--- src/rtl/button_pkg.sv ---
// Shared definitions for the push-button front end: hold-FSM encoding and
// default timing constants for the 27 MHz board clock.
package button_pkg;

   localparam logic [1:0] RELEASED = 2'd0;
   localparam logic [1:0] PRESSED  = 2'd1;
   localparam logic [1:0] HELD     = 2'd2;

   typedef enum logic [1:0] {
      ST_RELEASED = RELEASED,
      ST_PRESSED  = PRESSED,
      ST_HELD     = HELD
   } hold_state_e;

   // 10 ms debounce, 1 s long press, 200 ms repeat at 27 MHz
   localparam int DEFAULT_DEBOUNCE_CYCLES = 270_000;
   localparam int DEFAULT_LONG_CYCLES     = 27_000_000;
   localparam int DEFAULT_REPEAT_CYCLES   = 5_400_000;

   function automatic int max_int(input int a, input int b);
      return (a > b) ? a : b;
   endfunction

endpackage

--- src/rtl/button_channel.sv ---
// One button channel: pin synchronizer, counter debounce and press/hold FSM
// producing a clean level plus single-cycle event pulses.
//
// state       | meaning
// ------------+----------------------------------------------------------
// ST_RELEASED | debounced level low, no events pending
// ST_PRESSED  | level high, counting towards long_press
// ST_HELD     | long_press emitted, counting repeat periods while held
module button_channel
   import button_pkg::*;
#(
   parameter int SYNC_BITS       = 3,
   parameter int DEBOUNCE_CYCLES = DEFAULT_DEBOUNCE_CYCLES,
   parameter int LONG_CYCLES     = DEFAULT_LONG_CYCLES,
   parameter int REPEAT_CYCLES   = DEFAULT_REPEAT_CYCLES,
   parameter int ACTIVE_LOW      = 1
) (
   input  logic clk,
   input  logic rst_n,
   input  logic btn_i,
   output logic level_o,
   output logic press_o,
   output logic release_o,
   output logic long_press_o,
   output logic repeat_o
);

   localparam int DW = $clog2(DEBOUNCE_CYCLES + 1);
   localparam int HW = $clog2(max_int(LONG_CYCLES, REPEAT_CYCLES) + 1);
   localparam logic [DW-1:0] DB_TC   = DW'(DEBOUNCE_CYCLES - 1);
   localparam logic [HW-1:0] LONG_TC = HW'(LONG_CYCLES - 1);
   localparam bit            REP_EN  = (REPEAT_CYCLES > 0);
   localparam logic [HW-1:0] REP_TC  = HW'(REP_EN ? REPEAT_CYCLES - 1 : 0);
   localparam logic          INACTIVE = (ACTIVE_LOW != 0);

   if (SYNC_BITS < 2) begin : g_bad_sync
      $error("button_channel: SYNC_BITS must be at least 2");
   end
   if (DEBOUNCE_CYCLES < 1) begin : g_bad_debounce
      $error("button_channel: DEBOUNCE_CYCLES must be at least 1");
   end
   if (LONG_CYCLES < 1) begin : g_bad_long
      $error("button_channel: LONG_CYCLES must be at least 1");
   end

   logic [SYNC_BITS-1:0] sync_q;
   logic [SYNC_BITS-1:0] sync_d;
   logic [DW-1:0]        db_cnt_q;
   logic                 level_q;
   logic                 act;
   logic                 mismatch;
   logic                 db_expire;
   logic                 rise;
   logic                 fall;

   hold_state_e          state_q;
   logic [HW-1:0]        hold_cnt_q;
   logic                 press_q;
   logic                 release_q;
   logic                 long_q;
   logic                 repeat_q;

   // Pin polarity is folded in after the last sync flop
   assign sync_d    = {sync_q[SYNC_BITS-2:0], btn_i};
   assign act       = sync_q[SYNC_BITS-1] ^ INACTIVE;
   assign mismatch  = (act != level_q);
   assign db_expire = mismatch && (db_cnt_q == DB_TC);
   assign rise      = db_expire && !level_q;
   assign fall      = db_expire && level_q;

   always_ff @(posedge clk or negedge rst_n) begin
      if (!rst_n) begin
         sync_q   <= {SYNC_BITS{INACTIVE}};
         db_cnt_q <= '0;
         level_q  <= 1'b0;
      end else begin
         sync_q <= sync_d;
         if (!mismatch) begin
            db_cnt_q <= '0;
         end else if (db_expire) begin
            db_cnt_q <= '0;
            level_q  <= ~level_q;
         end else begin
            db_cnt_q <= db_cnt_q + DW'(1);
         end
      end
   end

   // A falling level outranks any long/repeat expiry in the same cycle
   always_ff @(posedge clk or negedge rst_n) begin
      if (!rst_n) begin
         state_q    <= ST_RELEASED;
         hold_cnt_q <= '0;
         press_q    <= 1'b0;
         release_q  <= 1'b0;
         long_q     <= 1'b0;
         repeat_q   <= 1'b0;
      end else begin
         press_q   <= 1'b0;
         release_q <= 1'b0;
         long_q    <= 1'b0;
         repeat_q  <= 1'b0;
         if (fall) begin
            state_q    <= ST_RELEASED;
            hold_cnt_q <= '0;
            release_q  <= 1'b1;
         end else if (rise) begin
            state_q    <= ST_PRESSED;
            hold_cnt_q <= '0;
            press_q    <= 1'b1;
         end else begin
            case (state_q)
               ST_PRESSED: begin
                  if (hold_cnt_q == LONG_TC) begin
                     state_q    <= ST_HELD;
                     hold_cnt_q <= '0;
                     long_q     <= 1'b1;
                  end else begin
                     hold_cnt_q <= hold_cnt_q + HW'(1);
                  end
               end
               ST_HELD: begin
                  if (REP_EN) begin
                     if (hold_cnt_q == REP_TC) begin
                        hold_cnt_q <= '0;
                        repeat_q   <= 1'b1;
                     end else begin
                        hold_cnt_q <= hold_cnt_q + HW'(1);
                     end
                  end
               end
               default: hold_cnt_q <= '0;
            endcase
         end
      end
   end

   assign level_o      = level_q;
   assign press_o      = press_q;
   assign release_o    = release_q;
   assign long_press_o = long_q;
   assign repeat_o     = repeat_q;

endmodule

--- src/rtl/button_conditioner.sv ---
// Multi-channel push-button front end: one independent button_channel per
// pin, outputs concatenated per bit position.
module button_conditioner
   import button_pkg::*;
#(
   parameter int CHANNELS        = 4,
   parameter int SYNC_BITS       = 3,
   parameter int DEBOUNCE_CYCLES = DEFAULT_DEBOUNCE_CYCLES,
   parameter int LONG_CYCLES     = DEFAULT_LONG_CYCLES,
   parameter int REPEAT_CYCLES   = DEFAULT_REPEAT_CYCLES,
   parameter int ACTIVE_LOW      = 1
) (
   input  logic                clk,
   input  logic                rst_n,
   input  logic [CHANNELS-1:0] btn_i,
   output logic [CHANNELS-1:0] level_o,
   output logic [CHANNELS-1:0] press_o,
   output logic [CHANNELS-1:0] release_o,
   output logic [CHANNELS-1:0] long_press_o,
   output logic [CHANNELS-1:0] repeat_o
);

   if (CHANNELS < 1) begin : g_bad_channels
      $error("button_conditioner: CHANNELS must be at least 1");
   end

   for (genvar g = 0; g < CHANNELS; g++) begin : g_ch
      button_channel #(
         .SYNC_BITS       (SYNC_BITS),
         .DEBOUNCE_CYCLES (DEBOUNCE_CYCLES),
         .LONG_CYCLES     (LONG_CYCLES),
         .REPEAT_CYCLES   (REPEAT_CYCLES),
         .ACTIVE_LOW      (ACTIVE_LOW)
      ) u_channel (
         .clk          (clk),
         .rst_n        (rst_n),
         .btn_i        (btn_i[g]),
         .level_o      (level_o[g]),
         .press_o      (press_o[g]),
         .release_o    (release_o[g]),
         .long_press_o (long_press_o[g]),
         .repeat_o     (repeat_o[g])
      );
   end

endmodule

--- config.mk ---
export PLATFORM = sky130hd
export DESIGN_NAME = button_conditioner
export DESIGN_NICKNAME = d
export VERILOG_FILES = /design/src/rtl/button_pkg.sv /design/src/rtl/button_channel.sv /design/src/rtl/button_conditioner.sv
export SDC_FILE = /design/constraint.sdc
export NUM_CORES = 1
export LEC_CHECK = 0
export CELL_PAD_IN_SITES_DETAIL_PLACEMENT = 1
export CELL_PAD_IN_SITES_GLOBAL_PLACEMENT = 1
export CORE_ASPECT_RATIO = 1.75
export CORE_MARGIN = 10
export CORE_UTILIZATION = 50
export CTS_BUF_LIST = sky130_fd_sc_hd__clkbuf_4 sky130_fd_sc_hd__clkbuf_8
export CTS_CLUSTER_DIAMETER = 40
export DETAILED_ROUTE_END_ITERATION = 10
export PLACE_DENSITY = 0.82
export SLEW_MARGIN = 20
export SYNTH_ARGS = -nofsm -noshare
export SYNTH_HDL_FRONTEND = slang
export SYNTH_SLANG_ARGS = --single-unit
--- constraint.sdc ---
create_clock -name clk -period 5.5 [get_ports clk]
set_clock_uncertainty 0.1 [all_clocks]
set_input_delay 0.825 -clock clk [delete_from_list [all_inputs] [get_ports clk]]
set_output_delay 0.825 -clock clk [all_outputs]
set_load 0.02 [all_outputs]
Word level (Yosys, flattened, before mapping)
Cells that the tools add are included.

storage, ports and cells
  flip-flop bits (word level) = 216
  output and inout bits = 20

operators by class
  eq/ne operators = 24
  bitwise operators = 8
  mux-type cells = 88
  $add $sub $neg = 8
  reductions and logical operators = 32

operators by type and width
  kind                                              number
  2-to-1 mux 25 bit                                 16
  case mux 25 bit (2 select lines)                  4
  2-to-1 mux 19 bit                                 8
  adder 25 x 1 -> 25 bit (second input constant)    4
  == test 25 x 23 -> 1 bit (second input constant)  4
  == test 25 bit (second input constant)            4
  adder 19 x 1 -> 19 bit (second input constant)    4
  == test 19 bit (second input constant)            4
  2-to-1 mux 1 bit                                  44
  2-to-1 mux 2 bit                                  16
  nonzero test 3 bit                                8
  AND reduction 2 bit                               8
  logical AND 1 bit                                 12
  == test 2 x 1 -> 1 bit (second input constant)    4
  == test 2 bit (second input constant)             4
  inverter 1 bit                                    8
  zero test 1 bit                                   4
  inequality test 1 bit                             4

Longest topological paths before layout
Gate-level depths: netlist of the first run.

  word-level depth = 6
  gate-level depth with buffers = 9

Modules after synthesis
From an unflattened synthesis of the first run, not the netlist that was laid out.

second synthesis, totals
  cells, all modules = 1002
  area total of the unflattened synthesis = 10377.5 um2

by module, submodules not included
  module                                   cells each  times used  area an instance (um2)
  button_channel at g_ch[0].u_channel ...  249         3           2580.0
  button_channel at g_ch[3].u_channel      255         1           2637.5

Worst setup path after synthesis of the first run
No wires, ideal clock.

  kind = flip-flop to flip-flop
  start point = reg g_ch[3].u_channel.hold_cnt_q[21]
  end point = reg g_ch[3].u_channel.hold_cnt_q[19]
  setup slack = 3.169 ns
  arrival time = 2.112 ns
  path buffers = 1
  cell stages (with the launch flop) = 7
  setup time = 0.119 ns
  period minus slack after synthesis = 2.331 ns
  cells stage by stage = dfrtp_1 > or4b_1 > or4_4 > o31ai_2 > a221o_2 > buf_8 > nor2_2

on the way
  longest elaborated chain between the ends = 5
  elaborated cells on any way between the ends = 7
  classes of those cells = eq/ne: 2; mux: 5

ends and longest elaborated chain
  item                                                               line                                          RTL
  from (decl)                                                        button_channel.sv:57                          logic [HW-1:0] hold_cnt_q;
  from (signal assigned)                                             button_channel.sv:119                         hold_cnt_q <= hold_cnt_q + HW'(1);
  from (signal assigned)                                             button_channel.sv:128                         hold_cnt_q <= hold_cnt_q + HW'(1);
  == test 25 x 23 -> 1 bit / == test 25 bit (equally long branches)  button_channel.sv:124, button_channel.sv:114
  2-to-1 mux 25 bit (on tied branches)                               button_channel.sv:124, button_channel.sv:114
  case mux 25 bit (2 select lines) (*)                               button_channel.sv:112                         case (state_q)
  2-to-1 mux 25 bit (*)                                              button_channel.sv:107                         end else if (rise) begin
  2-to-1 mux 25 bit (*)                                              button_channel.sv:103                         if (fall) begin

Every way passes the cells marked *; elsewhere a longest branch is shown, timed or not.
A chain may end at the register's enable or synchronous reset.

Worst setup path after layout of the first run
  start point = reg g_ch[2].u_channel.hold_cnt_q[15]
  end point = reg g_ch[2].u_channel.hold_cnt_q[8]

on the way
  longest elaborated chain between the ends = 5
  elaborated cells on any way between the ends = 7
  classes of those cells = eq/ne: 2; mux: 5

ends and longest elaborated chain
  item                                                               line
  from (decl)                                                        button_channel.sv:57
  from (signal assigned)                                             button_channel.sv:119
  from (signal assigned)                                             button_channel.sv:128
  == test 25 x 23 -> 1 bit / == test 25 bit (equally long branches)  button_channel.sv:124, button_channel.sv:114
  2-to-1 mux 25 bit (on tied branches)                               button_channel.sv:124, button_channel.sv:114
  case mux 25 bit (2 select lines) (*)                               button_channel.sv:112
  2-to-1 mux 25 bit (*)                                              button_channel.sv:107
  2-to-1 mux 25 bit (*)                                              button_channel.sv:103

Marked as above.

==> results.sh, run 1 <==
export IMPL_detailroute_via_count=7502
export IMPL_status="completed"
export IMPL_nNetsFinal=1088
export IMPL_hold_viol_final=0
export IMPL_numCtsBuffers=36
export IMPL_antenna_found_initial=0
export IMPL_synth_edf_count=0
export IMPL_post_cts_resized=0
export IMPL_die_area_um2=27200
export IMPL_layout_commonest_cell="nor2_1"
export IMPL_syn_area_per_cell_um2=9.97
export IMPL_final_max_slew_viol_count=0
export IMPL_top_level_ports=26
export IMPL_grt_max_degree=128
export IMPL_drive_above_1_share_pct=9.18
export IMPL_gp_congestion=0.805
export IMPL_drt_iter0_markers=355
export IMPL_start_util_pct=51.0
export IMPL_clockBufferDepth=3
export IMPL_cp_end_kind="flop"
export IMPL_yosysSeqAreaShare_pct=52.1
export IMPL_area_growth_pct=9.98
export IMPL_r2r_start="g_ch[2].u_channel.hold_cnt_q[15]"
export IMPL_tightest_slew_ps=1040
export IMPL_period_minus_slack_ps=2800
export IMPL_fillers=2294
export IMPL_ctsHoldBuffers=0
export IMPL_final_cell_mix="nor2_1 (213), dfrtp_1 (204), xor2_1 (92)"
export IMPL_chipHeight_um=211
export IMPL_slew_headroom_pct=29.7
export IMPL_crit_required_ps=5770
export IMPL_cts_tree="built"
export IMPL_grt_pass1_wl_um=38800
export IMPL_synthArstFlopShare_pct=100
export IMPL_power_density_nw_per_um2=272
export IMPL_syn_instance_count=1043
export IMPL_setup_viol=0
export IMPL_post_drt_wl_per_cell_um=16.5
export IMPL_crit_arrival_ps=3070
export IMPL_regArea_um2=5420
export IMPL_io_buffers=25
export IMPL_post_cts_buffers=0
export IMPL_multi_input_area_um2=4610
export IMPL_critPathMaxFanout=25
export IMPL_hp_class="flop to flop"
export IMPL_crit_path_start_kind="flop"
export IMPL_grt_use_total_pct=17.0
export IMPL_tns_ps=0
export IMPL_post_route_period_util_pct=50.9
export IMPL_synth_cell_types=53
export IMPL_dr_pass1_iters=4
export IMPL_ys_warn_count=0
export IMPL_n_antenna_cell=0
export IMPL_detail_route_antenna_nets=0
export IMPL_cts_clk_slew_worst_paths_ps=60
export IMPL_totalWireLength_um=22000
export IMPL_die_w_um=129
export IMPL_rows=69
export IMPL_worstHoldStart="g_ch[2].u_channel.sync_q[0]"
export IMPL_syn_num_nets=1065
export IMPL_htreeDepth=2
export IMPL_cts_sinks=216
export IMPL_ys_ff_latch=216
export IMPL_post_dp_cell_area_um2=10700
export IMPL_fmax_mhz=357
export IMPL_ir_worst_vdd_mv=0.166
export IMPL_clk_latency_ps=540
export IMPL_via_per_inst=5.61
export IMPL_grt_pass1_vias=8221
export IMPL_drcViolationCount=0
export IMPL_fin_area_um2=11400
export IMPL_leakage_uw=0.00463
export IMPL_rsz0062_at_grt="false"
export IMPL_design_power_total_uw=3100
export IMPL_root_buffer="clkbuf_8"
export IMPL_syn_area_um2=10400
export IMPL_critical_path_class="flop to flop"
export IMPL_hpwlAfterDp_um=15100
export IMPL_coreArea_um2=20400
export IMPL_max_cap_viol_count=0
export IMPL_crit_start="g_ch[2].u_channel.hold_cnt_q[15]"
export IMPL_overflow=0
export IMPL_synth_top_flop_cell="dfrtp_1"
## state kept, by name, summed over array words and instances, names as in the netlist
signal and count:
g_ch.u_channel.long_press_o 4, g_ch.u_channel.hold_cnt_q 100, g_ch.u_channel.db_cnt_q 76, g_ch.u_channel.level_o 4, g_ch.u_channel.repeat_o 4, g_ch.u_channel.sync_q 12
g_ch.u_channel.state_q 8, g_ch.u_channel.release_o 4, g_ch.u_channel.press_o 4
## synth_stat cells (3+ instances only)
library cell / count / area share, %
nor4b_1: 6 / 0.51
nand2_1: 62 / 2.2
dfstp_2: 12 / 3.0
and4_1: 14 / 1.2
dfrtp_1: 204 / 49
and2_1: 7 / 0.42
inv_1: 28 / 1.0
nand3_1: 77 / 3.7
nor4bb_1: 3 / 0.29
or4_1: 5 / 0.36
and3_1: 33 / 2.0
or3_1: 4 / 0.24
nand4b_1: 3 / 0.25
buf_4: 20 / 1.4
nand3b_1: 5 / 0.36
buf_2: 8 / 0.39
ha_1: 16 / 1.9
nor2_1: 213 / 7.7
or4b_1: 4 / 0.39
clkbuf_1: 10 / 0.36
nor2_2: 10 / 0.60
xnor2_1: 74 / 6.2
nand4_1: 45 / 2.7
o21ai_0: 4 / 0.19
nor3_1: 21 / 1.0
a21oi_1: 6 / 0.29
xor2_1: 92 / 7.8
nand2b_1: 3 / 0.18
or4b_2: 3 / 0.29
nor4_1: 20 / 1.2
## power breakdown
part,switching [uW],internal (uW)
registers,8.92,1600
clock network,640,792
logic,46.0,12.3
## metal layers
metal,track usage (%),wire length (um),up-vias
li1,-,-,3565
met1,18.3,8570,3810
met2,31.7,12300,82
met3,3.09,565,45
met4,6.66,586,0
met5,0,0,-
## worst paths after layout
kind,endpoint,slack (ps),cells after the start
setup / recovery,g_ch[2].u_channel.hold_cnt_q[8],2700,5
hold / removal,g_ch[2].u_channel.sync_q[1],250,0
setup reg to reg,g_ch[2].u_channel.hold_cnt_q[8],2700,5
hold reg to reg,g_ch[2].u_channel.sync_q[1],250,0
max in group asynchronous,g_ch[2].u_channel.hold_cnt_q[16],3770,2
min in group asynchronous,g_ch[2].u_channel.db_cnt_q[15],260,1
## worst max-delay path, stage by stage, from the launching register on
cell     delay (ps)
dfrtp_1         440
or4b_2          680
nor4_1          320
a31oi_1         170
o21ai_2         790
nor2_1          130
## cells by family (layout without fill, tap and decap cells)
| group | count (synthesis) | count (layout) | share of synthesized area [%] |
|---|---|---|---|
| buf+inv | 70 | 116 | 3.60 |
| compound gates | 26 | 26 | 1.84 |
| xor+xnor | 166 | 166 | 14.0 |
| flops | 216 | 216 | 52.1 |
| fa+ha+maj | 16 | 16 | 1.93 |
| simple gates | 549 | 549 | 26.5 |
## area by class of cell
class	instances	area share (%)
Clock buffer	51	5.54
Clock inverter	10	0.733
Inverter	28	0.919
Multi-Input combinational cell	757	40.3
Sequential cell	216	47.4
Tap cell	248	2.71
Timing Repair Buffer	27	2.36
## stage by stage
step                      std cells  util, %  hold WS (ps)  worst slack [ps]
after global routing           1337     56.1           260              2420
after floorplan                1043        -           245              3170
after CTS                      1337     56.1           257              2500
final                          1337     56.1           255              2700
after global placement         1276     52.5           245              2700
after detailed placement       1276     52.5           247              2510
Power figures use the tool's default switching activity.
==> inputs of run 2 (changes only) <==
Clock period 5.5 ns to 2.8 ns, I/O delays scaled along.
==> run 2 against run 1 <==
Effect of this change:
- final cell count is 1.9% higher
- sequential cell count stayed put
- largest cell class unchanged
- routed wire length is 5.3% higher
- combinational power is 130% higher
- clock power is 130% higher
- non-clock buffer count is 22 higher
- die area stayed put
- power is 110% higher
- largest power group is now clock
- highest routed layer unchanged
- design area is 2.9% higher
- first-iteration DRC count is 12% lower
- hold slack worse by 82 ps
- critical endpoint is now g_ch[3].u_channel.hold_cnt_q[14]
- register-to-register slack worse by 2500 ps
==> results.sh, run 2 (synthesis gave the netlist of run 1 again) <==
export IMPL_gp_congestion=0.824
export IMPL_detail_route_antenna_nets=0
export IMPL_hpwlAfterDp_um=15700
export IMPL_regMostFlops="g_ch.u_channel.hold_cnt_q"
export IMPL_post_cts_buffers=0
export IMPL_clockBufferDepth=3
export IMPL_r2r_cells=6
export IMPL_top_level_ports=26
export IMPL_fmax_mhz=391
export IMPL_numCtsBuffers=36
export IMPL_grt_max_degree=64
export IMPL_die_area_um2=27200
export IMPL_overflow=0
export IMPL_htreeDepth=2
export IMPL_final_cell_mix="nor2_1 (213), dfrtp_1 (204), xor2_1 (92)"
export IMPL_crit_required_ps=3130
export IMPL_dr_pass1_iters=4
export IMPL_hp_class="input pin to flop"
export IMPL_rows=69
export IMPL_crit_path_start_kind="flop"
export IMPL_power_density_nw_per_um2=555
export IMPL_cts_sinks=216
export IMPL_fillers=2260
export IMPL_drcViolationCount=0
export IMPL_hold_viol_final=0
export IMPL_grt_use_total_pct=18.0
export IMPL_antenna_found_initial=0
export IMPL_die_w_um=129
export IMPL_tns_ps=0
export IMPL_hold_path_end="g_ch[1].u_channel.sync_q[0]"
export IMPL_critical_path_class="flop to flop"
export IMPL_n_antenna_cell=0
export IMPL_crit_arrival_ps=2890
export IMPL_leakage_uw=0.00481
export IMPL_largest_register_ffs=100
export IMPL_setup_viol=0
export IMPL_multi_input_area_um2=4600
export IMPL_cts_clk_slew_worst_paths_ps=60
export IMPL_r2r_start="g_ch[3].u_channel.hold_cnt_q[21]"
export IMPL_r2r_end="g_ch[3].u_channel.hold_cnt_q[14]"
export IMPL_grt_pass1_wl_um=40600
export IMPL_setup_ws_ps=243
export IMPL_critPathMaxFanout=18
export IMPL_top_regs="g_ch.u_channel.hold_cnt_q: 100 flops, g_ch.u_channel.db_cnt_q: 76 flops, g_ch.u_channel.sync_q: 12 flops"
export IMPL_rrSetupSlack_ps=240
export IMPL_grt_pass1_vias=8587
export IMPL_slew_headroom_pct=48.1
export IMPL_tightest_slew_ps=771
export IMPL_start_util_pct=51.0
export IMPL_cp_end_kind="flop"
export IMPL_post_drt_wl_per_cell_um=17.0
export IMPL_root_buffer="clkbuf_8"
export IMPL_post_route_period_util_pct=91.3
export IMPL_regArea_um2=5420
export IMPL_rsz0062_at_grt="false"
export IMPL_chipHeight_um=211
export IMPL_status="completed"
export IMPL_max_cap_viol_count=0
export IMPL_drive_above_1_share_pct=11.2
export IMPL_place_ws_ps=257
export IMPL_io_buffers=25
export IMPL_area_growth_pct=13.1
export IMPL_detailroute_via_count=7628
export IMPL_holdPathStages=1
export IMPL_totalWireLength_um=23200
export IMPL_coreArea_um2=20400
export IMPL_nNetsFinal=1110
export IMPL_final_max_slew_viol_count=0
export IMPL_drt_iter0_markers=313
export IMPL_ir_worst_vdd_mv=0.480
export IMPL_utilization_pct=57.7
export IMPL_via_per_inst=5.60
export IMPL_holdWs_ps=172
export IMPL_cts_tree="built"
export IMPL_design_power_total_uw=6530
export IMPL_clk_latency_ps=550
export IMPL_period_minus_slack_ps=2560
export IMPL_layout_commonest_cell="nor2_1"
export IMPL_worstHoldStart="btn_i[1]"
-- run 2: changes by cell type in the layout (fill, tap and decap cells not counted), moves of 2 or more --
cell       before  now
buf_4           2   19
buf_12          0    4
clkbuf_8       40   43
bufinv_16       1    4
clkbuf_4       11    9
-- run 2: power breakdown --
group / total (uW) / switching, uW / internal, uW
clock network: 3230 / 1330 / 1900
registers: 3170 / 18.1 / 3150
logic: 132 / 94.5 / 37.8
-- run 2: worst max path at each step --
| stage | startpoint | to | slack, ps |
|---|---|---|---|
| 5_1_grt | g_ch[1].u_channel.hold_cnt_q[0] | g_ch[1].u_channel.hold_cnt_q[15] | 50 |
| 6_report | g_ch[3].u_channel.hold_cnt_q[21] | g_ch[3].u_channel.hold_cnt_q[14] | 240 |
| 3_3_place_gp | g_ch[3].u_channel.hold_cnt_q[21] | g_ch[3].u_channel.hold_cnt_q[24] | 300 |
| 4_1_cts | g_ch[3].u_channel.hold_cnt_q[21] | g_ch[3].u_channel.hold_cnt_q[14] | 240 |
| 3_5_place_dp | g_ch[3].u_channel.hold_cnt_q[21] | g_ch[3].u_channel.hold_cnt_q[14] | 260 |
| 2_1_floorplan | g_ch[3].u_channel.hold_cnt_q[21] | g_ch[3].u_channel.hold_cnt_q[19] | 470 |
-- run 2: repair_timing --
item / CTS / global route
hold endpoints to repair: 55 / 0
gates resized for setup: 0 / 0
hold buffers: 1 / 0
-- run 2: layer usage --
| metal | vias up | track usage (%) | routed length [um] |
|---|---|---|---|
| li1 | 3619 | - | - |
| met1 | 3861 | 18.0 | 8570 |
| met2 | 90 | 34.6 | 13300 |
| met3 | 58 | 3.47 | 636 |
| met4 | 0 | 8.23 | 702 |
| met5 | - | 0 | 0 |
-- run 2: metrics by stage --
stage          area (um^2)  instances
6_report             11800       1363
5_1_grt              11800       1363
3_3_place_gp         10900       1297
3_5_place_dp         10900       1297
4_1_cts              11800       1363
2_1_floorplan        10400       1043
-- run 2: area by class of cell --
| type | count | area share [%] |
|---|---|---|
| flip-flops and latches | 216 | 46.1 |
| well taps | 248 | 2.64 |
| multi-input cells | 757 | 39.1 |
| inverters | 28 | 0.894 |
| clock inverters | 13 | 1.50 |
| repair buffers | 49 | 4.15 |
| clock buffers | 52 | 5.61 |
-- run 2: critical path: stages, from the launching register on --
cell,delay [ps]
dfrtp_1,410
or4b_1,540
or4_4,550
o31ai_2,250
a221o_2,310
buf_12,190
nor2_1,70
==> inputs of run 3 (changes only) <==
Settings changed: CORE_ASPECT_RATIO 1.75 to unset.
==> run 3 against run 2 <==
Effect of this change:
- setup slack gained 34 ps
- non-clock buffer count grew 1
- sequential cell count is the same
- critical path depth grew 1
- power grew 0.40%
- largest cell class unchanged
==> results.sh, run 3 (synthesis gave the netlist of run 1 again) <==
export IMPL_crit_arrival_ps=2820
export IMPL_area_growth_pct=13.8
export IMPL_post_dp_cell_area_um2=10900
export IMPL_p_int_uw=5130
export IMPL_top_level_ports=26
export IMPL_cts_clk_slew_worst_paths_ps=60
export IMPL_detail_route_antenna_nets=0
export IMPL_n_antenna_cell=0
export IMPL_multi_input_area_um2=4600
export IMPL_leakage_uw=0.00485
export IMPL_drive_above_1_share_pct=11.6
export IMPL_hpwlAfterDp_um=15300
export IMPL_clockBufferDepth=3
export IMPL_layout_commonest_cell="nor2_1"
export IMPL_post_drt_wl_per_cell_um=16.3
export IMPL_cp_depth=7
export IMPL_fmax_mhz=396
export IMPL_grt_max_degree=67
export IMPL_grt_use_total_pct=17.5
export IMPL_crit_path_start_kind="flop"
export IMPL_power_frac_seq_pct=48.4
export IMPL_hold_viol_final=0
export IMPL_chipHeight_um=164
export IMPL_fillers=2271
export IMPL_gp_congestion=0.809
export IMPL_worstHoldStart="btn_i[3]"
export IMPL_largest_register_ffs=100
export IMPL_detailroute_via_count=7510
export IMPL_combPwrFrac_pct=2.0
export IMPL_r2r_end="g_ch[1].u_channel.hold_cnt_q[5]"
export IMPL_status="completed"
export IMPL_crit_required_ps=3100
export IMPL_post_cts_buffers=0
export IMPL_path_cells="ha_1 -> nand3_1 -> nor4_1 -> a31oi_1 -> o211ai_2 -> buf_4 -> nor2_1"
export IMPL_swShare_pct=21.7
export IMPL_critical_path_class="flop to flop"
export IMPL_period_minus_slack_ps=2520
export IMPL_io_buffers=25
export IMPL_crit_family="simple AND/OR/NAND/NOR gates"
export IMPL_fin_area_um2=11800
export IMPL_cp_end_kind="flop"
export IMPL_ir_worst_vdd_mv=0.402
export IMPL_holdPathStages=1
export IMPL_antenna_found_initial=0
export IMPL_coreArea_um2=20400
export IMPL_critPathMaxFanout=19
export IMPL_r2r_start="g_ch[1].u_channel.hold_cnt_q[0]"
export IMPL_max_stage_delay_ps=640
export IMPL_hold_path_end="g_ch[3].u_channel.sync_q[0]"
export IMPL_clk_latency_ps=540
export IMPL_numCtsBuffers=40
export IMPL_overflow=0
export IMPL_setup_viol=0
export IMPL_timing_critical_path_buf_inv=1
export IMPL_die_w_um=164
export IMPL_via_per_inst=5.40
export IMPL_totalWireLength_um=22600
export IMPL_post_route_period_util_pct=90.1
export IMPL_utilization_pct=58.1
export IMPL_start_util_pct=51.0
export IMPL_switchingPower_uw=1420
export IMPL_tns_ps=0
export IMPL_cts_sinks=216
export IMPL_regArea_um2=5420
export IMPL_final_cell_mix="nor2_1 (213), dfrtp_1 (204), xor2_1 (92)"
export IMPL_tightest_slew_ps=723
export IMPL_power_density_nw_per_um2=554
export IMPL_rrSetupSlack_ps=280
export IMPL_drcViolationCount=0
export IMPL_design_power_total_uw=6550
export IMPL_htreeDepth=2
export IMPL_cts_tree="built"
export IMPL_post_cts_resized=0
export IMPL_ctsHoldBuffers=1
export IMPL_r2r_cells=7
export IMPL_slowest_stage="nor4_1"
export IMPL_root_buffer="clkbuf_8"
export IMPL_regMostFlops="g_ch.u_channel.hold_cnt_q"
export IMPL_hp_class="input pin to flop"
export IMPL_nNetsFinal=1115
export IMPL_final_max_slew_viol_count=0
export IMPL_top_regs="g_ch.u_channel.hold_cnt_q: 100 flops, g_ch.u_channel.db_cnt_q: 76 flops, g_ch.u_channel.sync_q: 12 flops"
export IMPL_rows=52
export IMPL_grt_pass1_wl_um=39800
export IMPL_die_area_um2=27000
export IMPL_rsz0062_at_grt="false"
export IMPL_max_cap_viol_count=0
export IMPL_dr_pass1_iters=4
export IMPL_drt_iter0_markers=384
export IMPL_grt_pass1_vias=8265
export IMPL_power_share_clock_pct=49.6
export IMPL_slew_headroom_pct=51.4
## run 3: cell types whose count changed in the layout (fill, tap and decap cells not counted), sizes merged
cell      change
clkbuf        +7
bufinv        -2
clkinv        +2
buf           +1
clkinvlp      -3
## run 3: area by class of cell
class / instances / area share [%]
clock buffer: 59 / 6.49
clock inverter: 10 / 0.878
inverter: 28 / 0.888
multi-input combinational: 757 / 38.9
sequential: 216 / 45.8
tap: 270 / 2.86
timing repair buffer: 50 / 4.19
## run 3: power groups by stage
stage	Sequential (uW)	Clock [uW]	Combinational (uW)
finish	3170	3250	132
detailed placement	3230	0	138
floorplan	3220	0	38.5
global placement	3220	0	133
global route	3170	3500	154
CTS	3170	3340	139
## run 3: layer usage
layer  track usage, %  vias up  routed length, um
li1                 -     3631                  -
met1             21.5     3751              10000
met2             30.4       89              11400
met3             3.35       39                728
met4             5.65        0                449
met5                0        -                  0
## run 3: stage by stage
| step | setup WS, ps | hold slack [ps] | cells |
|---|---|---|---|
| after detailed placement | 350 | 247 | 1320 |
| after global routing | 19.8 | 182 | 1390 |
| after global placement | 439 | 247 | 1320 |
| final | 276 | 192 | 1390 |
| after CTS | 281 | 168 | 1390 |
| after floorplan | 469 | 24.4 | 1043 |
## run 3: worst max-delay path by stage
stage                     slack, ps                                to                        startpoint
final                           280   g_ch[1].u_channel.hold_cnt_q[5]   g_ch[1].u_channel.hold_cnt_q[0]
after global routing             20   g_ch[1].u_channel.hold_cnt_q[6]   g_ch[1].u_channel.hold_cnt_q[0]
after detailed placement        350  g_ch[3].u_channel.hold_cnt_q[11]   g_ch[3].u_channel.hold_cnt_q[9]
after floorplan                 470  g_ch[3].u_channel.hold_cnt_q[19]  g_ch[3].u_channel.hold_cnt_q[21]
after CTS                       280   g_ch[1].u_channel.hold_cnt_q[5]   g_ch[1].u_channel.hold_cnt_q[0]
after global placement          440   g_ch[3].u_channel.hold_cnt_q[2]  g_ch[3].u_channel.hold_cnt_q[21]
